==> config.mk <==
export PLATFORM = sky130hd
export DESIGN_NAME = shared_mem_port
export DESIGN_NICKNAME = d
export VERILOG_FILES = /design/src/rtl/shared_mem_port.sv
export SDC_FILE = /design/constraint.sdc
export NUM_CORES = 1
export LEC_CHECK = 0
export ABC_AREA = 1
export BUFFER_PORTS_ARGS = -buffer_cell sky130_fd_sc_hd__buf_4
export CAP_MARGIN = 10
export CORE_AREA = 2 2 280 282
export CTS_CLUSTER_SIZE = 24
export DETAILED_ROUTE_END_ITERATION = 8
export DIE_AREA = 0 0 282 284
export PLACE_DENSITY = 0.5
export SLEW_MARGIN = 10
export SYNTH_ARGS = -nofsm -noshare
export SYNTH_HDL_FRONTEND = slang
export SYNTH_SLANG_ARGS = --single-unit
==> constraint.sdc <==
create_clock -name i_clk -period 1.44 [get_ports i_clk]
set_input_delay 0.216 -clock i_clk [delete_from_list [all_inputs] [get_ports i_clk]]
set_output_delay 0.216 -clock i_clk [all_outputs]
set_load 0.1 [all_outputs]
==> src/rtl/shared_mem_port.sv <==
// shared_mem_port
//   Processor-side requester for one port of the shared scratchpad. It takes
//   one load/store command from a SIMD core and drives the scratchpad request
//   lines until the arbiter grants the port. Read data is captured from the
//   shared read bus and returned to the core. Writes are posted and produce
//   no response.
//
// Ports
//   i_clk, i_rst          clock, synchronous active-high reset
//   i_cmd_*/o_cmd_ready   command channel from the core
//   o_rsp_*/i_rsp_ready   read response channel to the core
//   o_req_rd/o_req_wr     request lines to the scratchpad arbiter
//   i_grant_rd/i_grant_wr grant lines from the arbiter for this port
//   o_addr/o_wr_data/o_wr_size  held command fields driven to the scratchpad
//   i_rd_data             shared scratchpad read bus
//   o_stall_cnt/i_stall_clr     saturating count of ungranted request cycles
//   o_dbg_state           current FSM state, for observation only
//
// Handshakes: a transfer happens on a rising clock edge where valid and ready
// are both high. Once valid is raised it stays high, with its payload stable,
// until that transfer; ready may be raised or dropped at any time.
module shared_mem_port #(
    parameter int BUS_SIZE   = 160,
    parameter int UNIT_SIZE  = 32,
    parameter int ADDR_SIZE  = 24,
    parameter int RD_LATENCY = 1,
    parameter int STALL_W    = 16
) (
    input  logic                 i_clk,
    input  logic                 i_rst,
    input  logic                 i_cmd_valid,
    output logic                 o_cmd_ready,
    input  logic                 i_cmd_we,
    input  logic [ADDR_SIZE-1:0] i_cmd_addr,
    input  logic [BUS_SIZE-1:0]  i_cmd_wdata,
    input  logic [2:0]           i_cmd_wr_size,
    output logic                 o_rsp_valid,
    output logic [BUS_SIZE-1:0]  o_rsp_data,
    input  logic                 i_rsp_ready,
    output logic                 o_req_rd,
    output logic                 o_req_wr,
    input  logic                 i_grant_rd,
    input  logic                 i_grant_wr,
    output logic [ADDR_SIZE-1:0] o_addr,
    output logic [BUS_SIZE-1:0]  o_wr_data,
    output logic [2:0]           o_wr_size,
    input  logic [BUS_SIZE-1:0]  i_rd_data,
    output logic [STALL_W-1:0]   o_stall_cnt,
    input  logic                 i_stall_clr,
    output logic [2:0]           o_dbg_state
);

    // Elaboration-time sanity check on the configuration.
    if (RD_LATENCY < 0 || RD_LATENCY > 7 || (BUS_SIZE % UNIT_SIZE) != 0) begin : g_bad_params
        $error("shared_mem_port: RD_LATENCY must be 0..7 and BUS_SIZE a multiple of UNIT_SIZE");
    end

    typedef enum logic [2:0] {
        IDLE    = 3'd0,
        REQ_RD  = 3'd1,
        REQ_WR  = 3'd2,
        RD_WAIT = 3'd3,
        RSP     = 3'd4
    } state_t;

    // The grant cycle itself is the first latency cycle, so the wait counter
    // starts one below RD_LATENCY and the data is sampled when it reaches 0.
    localparam logic [2:0] WAIT_INIT = (RD_LATENCY > 0) ? 3'(RD_LATENCY - 1) : 3'd0;

    state_t      state;
    state_t      state_next;
    logic [2:0]  wait_cnt;
    logic        load_cmd;
    logic        load_wait;
    logic        capture_rd;
    logic        stall_evt;

    // ---------------------------------------------------------------
    // State register
    // ---------------------------------------------------------------
    always_ff @(posedge i_clk) begin
        if (i_rst) begin
            state <= IDLE;
        end else begin
            state <= state_next;
        end
    end

    // ---------------------------------------------------------------
    // Next state and Moore outputs
    // ---------------------------------------------------------------
    always_comb begin
        state_next  = state;
        o_cmd_ready = 1'b0;
        o_req_rd    = 1'b0;
        o_req_wr    = 1'b0;
        o_rsp_valid = 1'b0;
        load_cmd    = 1'b0;
        load_wait   = 1'b0;
        capture_rd  = 1'b0;
        stall_evt   = 1'b0;
        case (state)
            IDLE: begin
                o_cmd_ready = 1'b1;
                if (i_cmd_valid) begin
                    load_cmd   = 1'b1;
                    state_next = i_cmd_we ? REQ_WR : REQ_RD;
                end
            end
            REQ_RD: begin
                o_req_rd = 1'b1;
                // A write grant here belongs to nobody we care about.
                if (i_grant_rd) begin
                    if (RD_LATENCY == 0) begin
                        capture_rd = 1'b1;
                        state_next = RSP;
                    end else begin
                        load_wait  = 1'b1;
                        state_next = RD_WAIT;
                    end
                end else begin
                    stall_evt = 1'b1;
                end
            end
            REQ_WR: begin
                o_req_wr = 1'b1;
                if (i_grant_wr) begin
                    state_next = IDLE;
                end else begin
                    stall_evt = 1'b1;
                end
            end
            RD_WAIT: begin
                if (wait_cnt == 3'd0) begin
                    capture_rd = 1'b1;
                    state_next = RSP;
                end
            end
            RSP: begin
                o_rsp_valid = 1'b1;
                if (i_rsp_ready) begin
                    state_next = IDLE;
                end
            end
            default: begin
                state_next = IDLE;
            end
        endcase
    end

    assign o_dbg_state = state;

    // ---------------------------------------------------------------
    // Command fields: loaded on acceptance, held through RD_WAIT/RSP so a
    // memory that registers its address still sees a stable value.
    // ---------------------------------------------------------------
    always_ff @(posedge i_clk) begin
        if (i_rst) begin
            o_addr    <= '0;
            o_wr_data <= '0;
            o_wr_size <= '0;
        end else if (load_cmd) begin
            o_addr    <= i_cmd_addr;
            o_wr_data <= i_cmd_wdata;
            o_wr_size <= i_cmd_wr_size;
        end
    end

    // ---------------------------------------------------------------
    // Read latency counter and response capture
    // ---------------------------------------------------------------
    always_ff @(posedge i_clk) begin
        if (i_rst) begin
            wait_cnt <= 3'd0;
        end else if (load_wait) begin
            wait_cnt <= WAIT_INIT;
        end else if (state == RD_WAIT && wait_cnt != 3'd0) begin
            wait_cnt <= wait_cnt - 3'd1;
        end
    end

    // The read bus is shared, so it is sampled only in the one cycle that
    // belongs to this port; later bus activity never reaches o_rsp_data.
    always_ff @(posedge i_clk) begin
        if (i_rst) begin
            o_rsp_data <= '0;
        end else if (capture_rd) begin
            o_rsp_data <= i_rd_data;
        end
    end

    // ---------------------------------------------------------------
    // Stall counter: clear wins over increment; saturates at all-ones.
    // ---------------------------------------------------------------
    always_ff @(posedge i_clk) begin
        if (i_rst) begin
            o_stall_cnt <= '0;
        end else if (i_stall_clr) begin
            o_stall_cnt <= '0;
        end else if (stall_evt && (o_stall_cnt != {STALL_W{1'b1}})) begin
            o_stall_cnt <= o_stall_cnt + STALL_W'(1);
        end
    end

endmodule

* Word-level counts from Yosys, hierarchy flattened
Cells that the tools add are included.
** Storage, ports and cells
- Bits in registers :: 369
- Input bits :: 355
- Output and inout bits :: 370
- Word-level logic and storage cells :: 47
** Cells by class
- Add/subtract/negate cells :: 2
- Equality and inequality tests :: 10
- Muxes and demuxes :: 20
- Reduce and logical (&&, ||, !) cells :: 8
** Operators with widths (number)
- $add A16 B1 Y16 const B :: 1
- $ne A16 B16 Y1 const B :: 1
- $mux W3 :: 5
- $pmux W3 S5 :: 1
- $mux W1 :: 12
- $ne A2 B2 Y1 const B :: 5
- $eq A3 B2 Y1 const B :: 2
- $logic_not A3 Y1 :: 2
- $reduce_and A5 Y1 :: 1
- $reduce_or A2 Y1 :: 2
- $eq A3 B1 Y1 const B :: 1
- $eq A3 B3 Y1 const B :: 1
- $reduce_bool A3 Y1 :: 1
- $sub A3 B1 Y3 const B :: 1
- $logic_and A1 B1 Y1 :: 2
- $mux W2 :: 1
- $pmux W1 S2 :: 1

* Depth between registers and ports, before layout
- Depth after elaboration :: 3
- Mapped depth :: 10
- Depth with buffers taken out :: 10

* Worst setup path before layout
Ideal clock, no wire load.
- Path type :: reg-to-output
- From :: register state[1] (netlist: o_dbg_state[1])
- To :: output o_req_wr
- Arrival time :: 3.242 ns
- Required time :: 1.224 ns
- Setup slack :: -2.018 ns
- Stages on the path, launching flop included :: 3
- Buffers on the path :: 0
- Path through :: dfxtp_1 > inv_2 > nor3_1
** Between the ends
- Cells in the longest elaborated chain, start to end :: 2
** Ends and longest elaborated chain
- start: declaration :: line 70 : state_t state;
- start signal: assignment :: line 85 : state <= state_next;
- $eq A3 B2 Y1 :: line 102 : case (state)
- $mux W1 :: line 102
- end: declaration :: line 41 : output logic o_req_wr,
No other way between the ends.

* Final worst setup path
- From :: register state[1] (netlist: o_dbg_state[1])
- To :: output o_rsp_valid
** Between the ends
- Cells in the longest elaborated chain, start to end :: 2
** Ends and longest elaborated chain
- $eq A3 B3 Y1 :: line 102
- $mux W1 :: line 102
- end: declaration :: line 37 : output logic o_rsp_valid,
No other way between the ends.

==> impl_metrics.toml <==
[clock_tree]
clock_sinks = 369
clkLatencyLatePin_ns = 0.58
cts_max_level = 2
root_buffer = "clkbuf_16"
cts_tree = "yes"
cts_buffers = 46
clk_path_buf_depth = 3
clk_pin_slew_ns = 0.06

[synth]
ys_seq_area_frac = 0.538
synthXorXnorAreaFrac = 0.000637
netlist_area_um2 = 13700
ys.flop_type = "dfxtp_1"
synth_top_area_cell = "dfxtp_1"
yosysTopAreaCellShare = 0.538
synth_mux_area_frac = 0
synth_edf_count = 0
synth_nets = 2101
synth_adder_area_share = 0.00273
syn_area_per_cell_um2 = 7.88
netlist_instances = 1743
synth_seq_cells = 369
synth-simple-area-share = 0.163
synthMostInstantiatedCell = "dfxtp_1"
synth_top_family_by_area = "compound AO/OA/AOI/OAI gates"
yosysWarnings = 0
synth_commonest_cells = "dfxtp_1 (369), a21oi_1 (356), nand2_1 (245)"
synth_area_leaders = "dfxtp_1 (54%), a21oi_1 (13%), nand3_1 (7.2%)"
yosysUniqueCellTypes = 24
async_reset_ff_frac = 0
synth_compound_area_frac = 0.192

[floorplanning]
pin_count = 725
rows = 102
dieArea_um2 = 80100
die_w_um = 282
dieHeight_um = 284
initial_core_util = 0.179
core-area_um2 = 77000

[final_layout]
multi_input_area_um2 = 7630
nets = 3319
register_area_um2 = 7460
syn2layout_area_growth_pct = 133
num-fill-cells = 7269
design_area_um2 = 32000
instances_no_fill = 4036
drive_gt1_frac = 0.532

[sta]
rsz0062_at_grt = "yes"
fin_skew_ns = 0.0187
fin_crit_ns = 1.75
period_share = 1.21
setup_viol = 496
maxSlewHeadroom = 0.704
layout_setup_ws_ns = -0.309
tightest_slew_ns = 0.444
drv_slew = 0
fmax_mhz = 572
hold_violations = 0
hold-worst-slack_ns = 0.0335

[routing]
routedWlPerCell_um = 18.6
viasPerCell = 4.31
firstDrtPassIters = 5
drt_first_iter_violations = 809
drcViolationCount = 0
via_count = 17400
wirelength_um = 75000
detail-route-antenna-nets = 0

[global_routing]
grt_pass1_vias = 17400
grt_first_pass_wirelength_um = 105000
grt_max_degree = 54
antenna_found_initial = 2
grt-ovfl-total = 0
grtUsageTotal = 0.169

[worst_hold_path]
hold_path_end = "o_wr_data[132]"
min_from = "i_cmd_wdata[132]"
hold_class = "primary input to flop"
min_path_cells = 4

[worst_setup_path]
rrSetupSlack_ns = -0.31
cp_max_fo = 5
rr_worst_depth = 11
worstPathRequired_ns = 1.22
cp_data_arrival_time_ns = 1.53
reg2reg_to = "o_rsp_data[89]"
worst_setup_path_start_kind = "flop"
critical_path_class = "flop to output port"
end_kind = "output port"
r2r_start = "wait_cnt[0]"

[place]
port_buffers = 724
dp_hpwl_um = 44000
placed_area_um2 = 21000
dp_cells = 3464
gp_congestion = 0.850

[power]
power_uw = 61200
max-vdd-ir-drop_mv = 1.19
p_leak_uw = 0.0133
p_per_area_nw_per_um2 = 1910

[status]
status = "finished, violations left"
violations = "setup timing"

[flow_run]
drv_cap = 0
==> worst max path at each step <==
stage | start | to | slack [ns] | cells past startpoint
floorplan | o_dbg_state[1] | o_dbg_state[1] | -0.24 | 7
global placement | wait_cnt[0] | o_rsp_data[85] | -0.19 | 8
detailed placement | wait_cnt[0] | o_rsp_data[22] | -0.23 | 8
CTS | o_dbg_state[1] | o_req_wr | -0.38 | 4
global route | wait_cnt[0] | o_rsp_data[89] | -0.39 | 11
finish | o_dbg_state[1] | o_rsp_valid | -0.31 | 3
==> power breakdown <==
group	switching, uW	total (uW)	internal [uW]
registers	1290	13300	12000
clock network	4850	11600	6730
logic	23400	36200	12800
total	29600	61200	31600
==> critical path, cell delays in order, from the launching register on <==
cell	delay, ns
dfxtp_4	0.37
buf_4	0.16
nor3_4	0.22
buf_12	0.20
==> kinds of logic (layout without fill, tap and decap cells) <==
group,Yosys count,after routing
AOI/OAI and AO/OA,525,525
and+or+nand+nor,513,513
DFF,369,369
buffers and inverters,332,1583
adders and majority gates,3,3
xor gates and xnor gates,1,1
other,0,2
==> routing by layer <==
metal / GRT usage / wire length, um / vias to the layer above
met3: 0.0324 / 4230 / 202
li1: - / - / 8248
met4: 0.0801 / 3530 / 0
met5: 0 / 0 / -
met2: 0.280 / 36300 / 597
met1: 0.208 / 31000 / 8342
==> sequential cells by signal, indices dropped and copies added (netlist names) <==
register,cells
o_addr,24
o_dbg_state,3
o_rsp_data,160
o_stall_cnt,16
o_wr_data,160
o_wr_size,3
wait_cnt,3
==> cell type report <==
cell class,count,share of cell area
flip-flops and latches,369,0.233
well taps,1040,0.0407
multi-input cells,1042,0.238
clock buffers,64,0.0422
clock inverters,17,0.00446
repair buffers,1310,0.418
diodes,2,0.000156
inverters,192,0.0231
==> repair_timing <==
action,4_1_cts,5_1_grt
hold buffers,347,3
endpoints found under the hold margin,345,3
endpoints found under the setup margin,711,722
gates cloned,56,22
buffers inserted,65,17
pin swaps,106,91
gates resized for setup,657,438
==> stage by stage <==
stage	utilization	worst slack [ns]	setup TNS (ns)
3_5_place_dp	0.273	-0.233	-32.65
4_1_cts	0.387	-0.384	-79.65
6_report	0.416	-0.309	-66.66
2_1_floorplan	-	-0.240	-24.71
5_1_grt	0.416	-0.391	-111.86
3_3_place_gp	0.273	-0.185	-24.47
==> placed cells by master, fill, tap and decap left out, types with 7 or more instances in the layout <==
cell type and count:
a21oi_4 8, nor2_1 37, o21ai_2 114, inv_1 182, dfxtp_2 19, buf_4 750, nand3_2 39, nor2_2 8
clkbuf_8 9, o21ai_4 32, a21oi_1 160, clkbuf_1 7, nand3_4 16, nand3_1 143, buf_16 56, dfxtp_4 13
dfxtp_1 337, clkbuf_16 67, dlygate4sd3_1 350, a21oi_2 188, buf_12 70, buf_8 27, nand2_2 28, clkinv_2 11
nand4_1 13, nand2_4 67, buf_6 37, nand2_1 151, o21ai_1 17
(Power assumes the default switching activity.)
